===== config.mk =====
export PLATFORM = sky130hd
export DESIGN_NAME = branch_sequencer
export DESIGN_NICKNAME = d
export VERILOG_FILES = /design/src/rtl/branch_sequencer.sv
export SDC_FILE = /design/constraint.sdc
export NUM_CORES = 1
export LEC_CHECK = 0
export ABC_AREA = 1
export CORE_MARGIN = 2
export CORE_UTILIZATION = 42
export DETAILED_ROUTE_END_ITERATION = 16
export PLACE_DENSITY = 0.78
export SLEW_MARGIN = 15
export SYNTH_ARGS = -nofsm -noshare
export SYNTH_HDL_FRONTEND = slang
export SYNTH_SLANG_ARGS = --single-unit
export TNS_END_PERCENT = 5

===== constraint.sdc =====
create_clock -name Clk -period 1.7 [get_ports Clk]
set_clock_uncertainty 0.15 [all_clocks]
set_input_delay 0.17 -clock Clk [delete_from_list [all_inputs] [get_ports Clk]]
set_output_delay 0.17 -clock Clk [all_outputs]
set_load 0.02 [all_outputs]

===== src/rtl/branch_sequencer.sv =====
// ---------------------------------------------------------------------------
// branch_sequencer
//
// Decides where the next PC comes from for a small pipelined core. It
// arbitrates between reset, interrupt acceptance and the branch decision of
// the instruction in EX, and it keeps Flush asserted for FLUSH_CYCLES cycles
// after every redirect.
//
// Ports
//   Clk           in   single clock, rising edge
//   Reset         in   synchronous, active-high reset
//   ID_EX_Opcode  in   [3:0] opcode of the instruction in EX
//   ID_EX_Rs_Addr in   [1:0] sub-opcode / flag selector
//   CCR           in   [3:0] flags {V,C,N,Z}, Z in bit 0
//   Branch_en     in   EX instruction is a valid branch
//   Irq           in   [N_IRQ-1:0] level interrupt requests (rising edges latched)
//   Irq_Mask      in   [N_IRQ-1:0] 1 = channel masked
//   PCSrc         out  [1:0] 00 PC+1, 01 branch target, 10 instruction-memory word
//   inst_mem_src  out  [1:0] 0 none, 1 reset vector, 2 interrupt vector, 3 stack
//   Flush         out  flush IF/ID and ID/EX
//   Irq_Id        out  [IW-1:0] index of the last accepted interrupt
//   Irq_Ack       out  [N_IRQ-1:0] one-hot acceptance pulse
//   In_Isr        out  registered "inside an interrupt service routine" flag
// ---------------------------------------------------------------------------
module branch_sequencer #(
  parameter int N_IRQ        = 4,
  parameter int FLUSH_CYCLES = 2,
  localparam int IW          = (N_IRQ > 1) ? $clog2(N_IRQ) : 1
) (
  input  logic             Clk,
  input  logic             Reset,
  input  logic [3:0]       ID_EX_Opcode,
  input  logic [1:0]       ID_EX_Rs_Addr,
  input  logic [3:0]       CCR,
  input  logic             Branch_en,
  input  logic [N_IRQ-1:0] Irq,
  input  logic [N_IRQ-1:0] Irq_Mask,
  output logic [1:0]       PCSrc,
  output logic [1:0]       inst_mem_src,
  output logic             Flush,
  output logic [IW-1:0]    Irq_Id,
  output logic [N_IRQ-1:0] Irq_Ack,
  output logic             In_Isr
);

  typedef enum logic {IDLE, HOLD} state_e;

  // Cycles spent in HOLD after the redirect cycle itself
  localparam logic [2:0] HOLD_INIT = 3'(FLUSH_CYCLES - 1);

  state_e           state_q, state_d;
  logic [2:0]       hcnt_q, hcnt_d;
  logic [N_IRQ-1:0] pending_q, pending_d;
  logic [N_IRQ-1:0] irqDly_q;
  logic [IW-1:0]    irqId_q, irqId_d;
  logic             inIsr_q, inIsr_d;

  logic [N_IRQ-1:0] eligible;
  logic             accept;
  logic [IW-1:0]    ackIdx;
  logic [N_IRQ-1:0] ackVec;
  logic             isBranch;

  assign Irq_Id = irqId_q;
  assign In_Isr = inIsr_q;

  // Pick the lowest-index unmasked pending channel; acceptance is only
  // possible outside an ISR.
  always_comb begin
    eligible = pending_q & ~Irq_Mask;
    accept   = ~inIsr_q & (|eligible);
    ackIdx   = '0;
    for (int i = N_IRQ - 1; i >= 0; i--) begin
      if (eligible[i]) begin
        ackIdx = IW'(i);
      end
    end
    ackVec = N_IRQ'(1) << ackIdx;
  end

  assign isBranch = (ID_EX_Opcode[3:2] == 2'b10) && Branch_en;

  // Output decode and next-state. Reset overrides everything, HOLD only
  // flushes and counts down, IDLE arbitrates interrupt over branch. Every
  // redirect funnels through 'redirect' so the HOLD entry lives in one place.
  always_comb begin
    logic redirect;
    PCSrc        = 2'b00;
    inst_mem_src = 2'd0;
    Flush        = 1'b0;
    Irq_Ack      = '0;
    state_d      = state_q;
    hcnt_d       = hcnt_q;
    irqId_d      = irqId_q;
    inIsr_d      = inIsr_q;
    redirect     = 1'b0;

    if (Reset) begin
      PCSrc        = 2'b10;
      inst_mem_src = 2'd1;
      Flush        = 1'b1;
    end else if (state_q == HOLD) begin
      Flush  = 1'b1;
      hcnt_d = hcnt_q - 3'd1;
      if (hcnt_q == 3'd1) begin
        state_d = IDLE;
      end
    end else if (accept) begin
      PCSrc        = 2'b10;
      inst_mem_src = 2'd2;
      Flush        = 1'b1;
      Irq_Ack      = ackVec;
      irqId_d      = ackIdx;
      inIsr_d      = 1'b1;
      redirect     = 1'b1;
    end else if (isBranch) begin
      case (ID_EX_Opcode[1:0])
        2'b01: begin
          if (CCR[ID_EX_Rs_Addr]) begin
            PCSrc    = 2'b01;
            Flush    = 1'b1;
            redirect = 1'b1;
          end
        end
        2'b10: begin
          if (!CCR[0]) begin
            PCSrc    = 2'b01;
            Flush    = 1'b1;
            redirect = 1'b1;
          end
        end
        2'b11: begin
          if (!ID_EX_Rs_Addr[1]) begin
            PCSrc    = 2'b01;
            Flush    = 1'b1;
            redirect = 1'b1;
          end else begin
            // RET / RTI: return address comes from the stack; only RTI
            // leaves the ISR.
            PCSrc        = 2'b10;
            inst_mem_src = 2'd3;
            Flush        = 1'b1;
            redirect     = 1'b1;
            if (ID_EX_Rs_Addr[0]) begin
              inIsr_d = 1'b0;
            end
          end
        end
        default: ;
      endcase
    end

    if (redirect && (FLUSH_CYCLES > 1)) begin
      state_d = HOLD;
      hcnt_d  = HOLD_INIT;
    end
  end

  // New rising edges are latched even while acceptance is blocked; a set in
  // the same cycle as an acknowledge wins so no edge is lost.
  assign pending_d = (pending_q & ~Irq_Ack) | (Irq & ~irqDly_q);

  // State registers with synchronous reset
  always_ff @(posedge Clk) begin
    if (Reset) begin
      state_q   <= IDLE;
      hcnt_q    <= 3'd0;
      pending_q <= '0;
      irqDly_q  <= '0;
      irqId_q   <= '0;
      inIsr_q   <= 1'b0;
    end else begin
      state_q   <= state_d;
      hcnt_q    <= hcnt_d;
      pending_q <= pending_d;
      irqDly_q  <= Irq;
      irqId_q   <= irqId_d;
      inIsr_q   <= inIsr_d;
    end
  end

endmodule

# Word level (Yosys, flattened, before mapping)
# Index checks and enable logic that the tools add are counted.
# totals
in_bits	21
word_cells	77
regBits	15
output_inout_bits	12
# op_classes
shift	1
n_mux	42
magnitude_cmp	1
addsub	1
n_reduce_logical	10
bitwise	10
eq_ne	5
# op_table
operator	n
2-bit 2-to-1 mux	15
1-bit 2-to-1 mux	21
4-bit AND	3
4-bit 2-to-1 mux	3
4-bit inverter	3
2-bit nonzero test	5
2-bit == test (second input constant)	3
2-bit one-hot mux with 3 select lines	1
5-bit AND reduction	1
4-bit OR	1
4-bit OR reduction	1
1-bit by 2-bit << shifter with 4-bit output (first input constant)	1
3-bit by 1-bit == test with 1-bit output (second input constant)	1
2-bit by 3-bit < comparator with 1-bit output (second input constant)	1
1-bit one-hot mux with 3 select lines	1
3-bit by 1-bit subtractor with 3-bit output (second input constant)	1
1-bit binary-select mux with 2-bit select	1
2-bit by 1-bit == test with 1-bit output (second input constant)	1
1-bit inverter	2
2-bit AND reduction	1
2-bit OR reduction	1
1-bit AND	1
1-bit logical AND	1

# Longest topological paths before layout
# depth
ltp_word	13
depth_mapped	10
mapped_depth_nobuf	10

# Least setup slack after synthesis
# No wires, ideal clock.
# synth_timing
path_type	register -> output
startpoint	register pending_q[0]
endpoint	output inst_mem_src[0]
required_time_ps	1380
slack_ps	125
n_path_buf	0
stages_incl_launch_ff	7
arrival_ps	1255
path_cell_list	dfxtp_1 -> inv_1 -> or2_4 -> nand2_4 -> o21ai_4 -> inv_1 -> o21ai_0
# synth_via
elab_chain_len	6
# synth_lines
element	line	rtl
from (decl)	53	logic [N_IRQ-1:0] pending_q, pending_d;
from (signal assigned)	175	pending_q <= pending_d;
4-bit AND	70	eligible = pending_q & ~Irq_Mask;
4-bit OR reduction	71	accept = ~inIsr_q & (|eligible);
1-bit AND	71	
2-bit 2-to-1 mux	108	end else if (accept) begin
2-bit 2-to-1 mux	102	end else if (state_q == HOLD) begin
2-bit 2-to-1 mux	98	if (Reset) begin
to (decl)	39	output logic [1:0] inst_mem_src,
# Every way passes these cells.

# Final worst setup path
# layout_timing
startpoint	register pending_q[0]
endpoint	output inst_mem_src[1]
# Same word-level chain as after synthesis.

==> metrics.txt <==
fin crit share 105%; setup slack after layout -86.3 ps; Vias roughly 940; CP Capture Type output port; xor/xnor cell area share of the yosys netlist under 10%; measured slew at the worst slew-check pin around 240 ps; fraction of power consumed by combinational cells about two fifths; Rows 16; status complete, but fails checks; sequential area share after synthesis a little over a third; max-cap violation count 0; vias per inst between 4 and 5; Yosys reg bits 15; Design Area, Final 1350 sq um; Synth area leaders dfxtp_1 36%, nand2_1 14%, inv_1 11%, nor2_1 8.6%, o21ai_0 4.8%; root buffer cell clkbuf_4; vias in the first global route ~950; WP data required around 1400 ps; RSZ-0062 raised after global routing true; Reg clk slew, reported paths 90 ps; top_reg_cell synth dfxtp_1; reg2reg start pending_q[0]; Syn Area/Cell roughly 6.6 sq um; syn nets 150; Leak slightly below 0.7 nW; Post-Place Cell Area approximately 1300 sq um; critical path fanouts, max 4; Post-Synth Simple-Gate Area around 32%; Tmin final between 1500 and 2000 ps; Syn. warnings 0; WP data arrival around 1500 ps; clk sinks 15; Syn Inst Count around 130; register share of total power approximately two fifths; Final Hold Violating Endpoints 0; multiplexer share of the synthesized area 0%; Min Hold Slack roughly 250 ps; Vert. Die Dim 48.5 um; main combinational cell family by area after synthesis simple AND/OR/NAND/NOR gates; critical path type reg2out; drt initial violations 8; H-Tree Depth 1; hold path depth 3; die span in x approximately 49 um; failing checks setup timing; Synth area leader dfxtp_1; worst-case clock buffer depth 2; pin count of the biggest net entering global routing 11; ant diodes 0; GP Congestion approximately 0.75; GRT Resource Usage Total between 20% and 30%; DRC 0; maximum clock frequency 560 MHz; FFs w/ async S/R, synth 0%; synthesis-to-finish area growth 61.8%; share of the synthesized area in the top cell type 36.1%; Worst Hold Class in2reg; clock power share ~20%; Skew-Pair Late Insertion Delay around 290 ps; initial antenna violation count 0; hpwl dp about 1.8 mm; Final setup viols 7; r2r endpoint hcnt_q[2]; worst reg2reg setup slack about 290 ps; Post-DRT Antenna Nets 0; global-route wire length before repair 3.78 mm; DRT Wirelength 2.18 mm; DIE AREA 2350 sq um; NumNets Final 203; Cell Area, Synth 832 sq um; CTS tree done; Post-CTS Hold Buffers 0; Critical Path Start pending_q[0]; ratio of cells with drive above 1 in the final layout a little over a quarter; cts bufs inserted 3; worst-case vdd ir drop between 0.5 and 0.6 mV; total gr overflow 0; Post-synth EDFFs 0; Pins Over Slew Limit 0; Rel. slew slack 83.9%; Net Switching approximately 0.35 mW; Synth cell types 22; drt first pass iters 4; most common cell in the synthesized netlist nand2_1; Worst Reg-to-Reg Cells 9; WL/cell about 11 um; PwrDens 776 nW/um^2; I/O pin count 33; Buffers on Ports 32; Critical Path Start Type register; Adder-Cell Fraction of Synth Area 3.01%; pre-CTS setup slack -526 ps; Synth Area in Compound Gates between 10% and 20%; Synth top cells by count 32 x nand2_1, 25 x inv_1, 19 x nor2_1; Core Footprint 1920 sq um; Pint ~0.69 mW; Initial Utilization 43.3%; Worst Setup EP inst_mem_src[1]; sw frac 33.8%; total negative slack -296 ps
sequential cells by signal, indices dropped and copies added, names as in the netlist:
signal	count
state_q	1
hcnt_q	3
In_Isr	1
Irq_Id	2
irqDly_q	4
pending_q	4
critical path, cell delays in order (launching register included):
cell and delay, ps:
dfxtp_2 350, inv_2 30, or2_4 230, nand2_4 70, o21ai_4 80, nor2_4 100, a21oi_2 40, nor2_1 110
buf_4 150
power by group through the flow:
stage | registers [mW] | clock network, mW | logic, mW
6_report | 0.417 | 0.211 | 0.418
3_5_place_dp | 0.423 | 0 | 0.409
4_1_cts | 0.416 | 0.210 | 0.417
5_1_grt | 0.421 | 0.236 | 0.460
2_1_floorplan | 0.431 | 0 | 0.205
3_3_place_gp | 0.419 | 0 | 0.396
kinds of logic (layout without fill, tap and decap cells):
kind of cell,Yosys count,after routing
DFF,15,15
adders and majority gates,2,2
xor gates and xnor gates,1,1
and+or+nand+nor,63,63
AOI/OAI and AO/OA,18,18
buffers and inverters,28,80
cell usage in the layout (no fill, tap or decap), types with 4 or more instances in the layout:
cell type        Yosys  routed
inv_1               25      21
nor2_1              19      17
buf_4                0      23
o21ai_0              8       7
clkdlybuf4s50_1      0      20
nand2_1             32      30
nand3_1              6       6
inv_2                0       4
dfxtp_1             15      13
a21oi_1              5       4
stage by stage:
step           util (%)  std cells  total power [mW]
5_1_grt            70.1        206              1.12
3_3_place_gp       67.9        202             0.815
2_1_floorplan         -        127             0.636
4_1_cts            68.9        206              1.04
6_report           70.1        206              1.05
3_5_place_dp       67.9        202             0.832
routing by layer:
metal  up-vias  wire length [um]  global-route usage, %
met2        29              1160                   40.5
li1        493                 -                      -
met4         0                45                   10.0
met3         5               145                   6.17
met1       416               828                   19.7
met5         -                 0                      0
final cells by class:
type / count / area, sq um
multi-input combinational: 84 / 444
fill: 181 / 576
tap: 27 / 33.8
sequential: 15 / 303
inverter: 26 / 97.6
clock buffer: 4 / 26.3
timing repair buffer: 50 / 442
how the worst min path moves through the flow:
stage | startpoint | endpoint | slack [ps]
CTS | Irq[1] | irqDly_q[1] | 260
global placement | irqDly_q[2] | pending_q[2] | 240
floorplan | Irq[3] | irqDly_q[3] | 130
finish | Irq[1] | irqDly_q[1] | 250
detailed placement | irqDly_q[2] | pending_q[2] | 260
global route | Irq[1] | irqDly_q[1] | 270
timing repair:
action,CTS,global route
buffers inserted,0,0
endpoints found under the setup margin,9,10
pin swaps,2,2
resized for setup,57,9
Note: power is estimated with default switching activity, not from simulation.
==> patch: new RTL, same flow settings <==
Reset style: asynchronous (`Reset`), changed in one clocked block. Comments in the files are not updated.
--- a/src/rtl/branch_sequencer.sv
+++ b/src/rtl/branch_sequencer.sv
@@ -161,7 +161,7 @@
   assign pending_d = (pending_q & ~Irq_Ack) | (Irq & ~irqDly_q);
 
   // State registers with synchronous reset
-  always_ff @(posedge Clk) begin
+  always_ff @(posedge Clk or posedge Reset) begin
     if (Reset) begin
       state_q   <= IDLE;
       hcnt_q    <= 3'd0;
Behaviour: differs if Reset is asserted again (counterexample within 4 cycles, from zero or initial values and one cycle with Reset high); with Reset held inactive, the same outputs for 10 cycles.
==> patch against the unedited design <==
  * The flow still finishes with violations (negative setup slack)
  * Final area grew 7.9%
  * Core utilization increased by 4.8 points
  * Routed wire length rose by 2.5%
  * Setup slack lost 0.042 ns
  * Synthesized area rose by 3.5%
  * Sequential cell count stayed put
  * Via count decreased by 0.74%
  * Critical endpoint is now PCSrc[0]
  * Sequential share of layout area grew 3.3 points
Power is not compared: it rests on default switching activity, and its combinational part moved more than twofold at a synthesized area within 25%.
==> patch: results (changes against the unedited design) <==
Top cells by area in the synthesized netlist: sky130_fd_sc_hd__dfrtp_1 (44%), sky130_fd_sc_hd__nand2_1 (10%), sky130_fd_sc_hd__inv_1 (7.4%) (was sky130_fd_sc_hd__dfxtp_1 (36%), sky130_fd_sc_hd__nand2_1 (14%), sky130_fd_sc_hd__inv_1 (11%)). The run gives 43.6% (was 36.1%) as the share of the yosys chip area belonging to registers. The flow ran to the end, but the final reports show violations.

The cell family with the largest share of critical-path delay was buffers and inverters (was simple AND/OR/NAND/NOR gates). The startpoint of the worst register-to-register path was pending_q[3]$_DFF_PP0_ (was pending_q[0]$_SDFF_PP0_). The maximum net fanout on the critical path is 3 (was 4), and the largest net degree at the start of global routing is 15 (was 11). The most frequently used flop master after synthesis is sky130_fd_sc_hd__dfrtp_1 (was sky130_fd_sc_hd__dfxtp_1). The aggregate global-route resource usage came out at 21.0% (was 20.9%).

The fraction of final layout cells sized beyond drive strength 1 is 35.3% (was 26.3%). The average routed wire per standard cell was 11.2 um (was 10.6 um). Violations in the final reports: negative setup slack (unchanged). Commonest cells post-synth: sky130_fd_sc_hd__nand2_1 (24), sky130_fd_sc_hd__inv_1 (17), sky130_fd_sc_hd__dfrtp_1 (15), sky130_fd_sc_hd__nand3_1 (10), sky130_fd_sc_hd__o21ai_0 (10) (was sky130_fd_sc_hd__nand2_1 (32), sky130_fd_sc_hd__inv_1 (25), sky130_fd_sc_hd__nor2_1 (19), sky130_fd_sc_hd__dfxtp_1 (15), sky130_fd_sc_hd__o21ai_0 (8)).

The slew of the pin with the lowest slew margin is 0.226 ns (was 0.241 ns), and the depth of the most critical reg-to-reg path is 11 (was 9). The number of nets in the layout is 197 (was 203). The tools report the worst-case hold path end point as irqDly_q[1]$_DFF_PP0_ (was irqDly_q[1]$_SDFF_PP0_). The share of synthesized registers carrying an async set or reset works out to 100% (was 0%). For the via count of the first global-routing pass, the log shows 912 (was 954). The slowest stage cell on the critical path was sky130_fd_sc_hd__clkdlybuf4s50_1 (was sky130_fd_sc_hd__dfxtp_2). The final worst-path setup slack is -0.128 ns (was -0.0863 ns). The tools report the final setup violation count as 7 (unchanged).

The number of nets produced by synthesis is 135 (was 150). The detailed placer's ending HPWL was 1.74 mm (was 1.78 mm). The count of vias placed by the detailed router is 936 (was 943). The global placer's final weighted congestion is 0.821 (was 0.747).
-- patch: layer usage --
| metal | GRT usage, % | up-vias | wire length [um] |
|---|---|---|---|
| met2 | 38.7 | 14 | 1220 |
| li1 | - | 478 | - |
| met1 | 22.9 | 440 | 913 |
| met5 | 0 | - | 0 |
| met4 | 7.14 | 0 | 37 |
| met3 | 5.52 | 4 | 71 |
-- patch: how the worst max path moves through the flow --
stage | startpoint | end | slack (ns) | cells after the start
after floorplan | pending_q[2]$_DFF_PP0_ | inst_mem_src[0] | 0.11 | 5
after global placement | Branch_en | inst_mem_src[0] | -0.59 | 6
after detailed placement | Branch_en | inst_mem_src[0] | -0.70 | 6
after CTS | pending_q[3]$_DFF_PP0_ | inst_mem_src[1] | -0.11 | 8
after global routing | Irq_Mask[2] | Flush | -0.24 | 10
final | Irq_Mask[2] | PCSrc[0] | -0.13 | 10
-- patch: per-stage QoR --
| stage | instance area [um2] | power, uW | setup slack [ns] | hold slack [ns] |
|---|---|---|---|---|
| 5_1_grt | 1450 | 1710 | -0.242 | 0.174 |
| 3_5_place_dp | 1370 | 1340 | -0.697 | 0.271 |
| 3_3_place_gp | 1370 | 1310 | -0.593 | 0.253 |
| 2_1_floorplan | 861 | 949 | 0.109 | -0.0939 |
| 6_report | 1450 | 1590 | -0.128 | 0.190 |
| 4_1_cts | 1430 | 1570 | -0.105 | 0.186 |
-- patch: cell families after synthesis --
group	after synthesis	synth area share, %
simple gates	56	31.5
fa+ha+maj	2	2.91
buf+inv	20	8.72
flops	15	43.6
compound gates	18	12.2
xor+xnor	1	1.02
-- patch: where the power goes --
part / internal, uW / switching, uW / total [uW] / leakage [uW]
Clock: 89.7 / 121 / 210 / 0.0000139
Sequential: 452 / 72.9 / 525 / 0.000167
Combinational: 426 / 428 / 854 / 0.000535
-- patch: layout make-up --
type                    instances  area, um2
repair buffers                 57        490
fillers                       147        489
multi-input cells              77        448
flip-flops and latches         15        375
inverters                      20       75.1
well taps                      27       33.8
clock buffers                   3       22.5
clock inverters                 1       7.51
-- patch: timing repair --
item                       4_1_cts  5_1_grt
gates resized for setup         57        4
buffers inserted                 3        2
setup endpoints to repair       10        9
pin swaps                        6        7
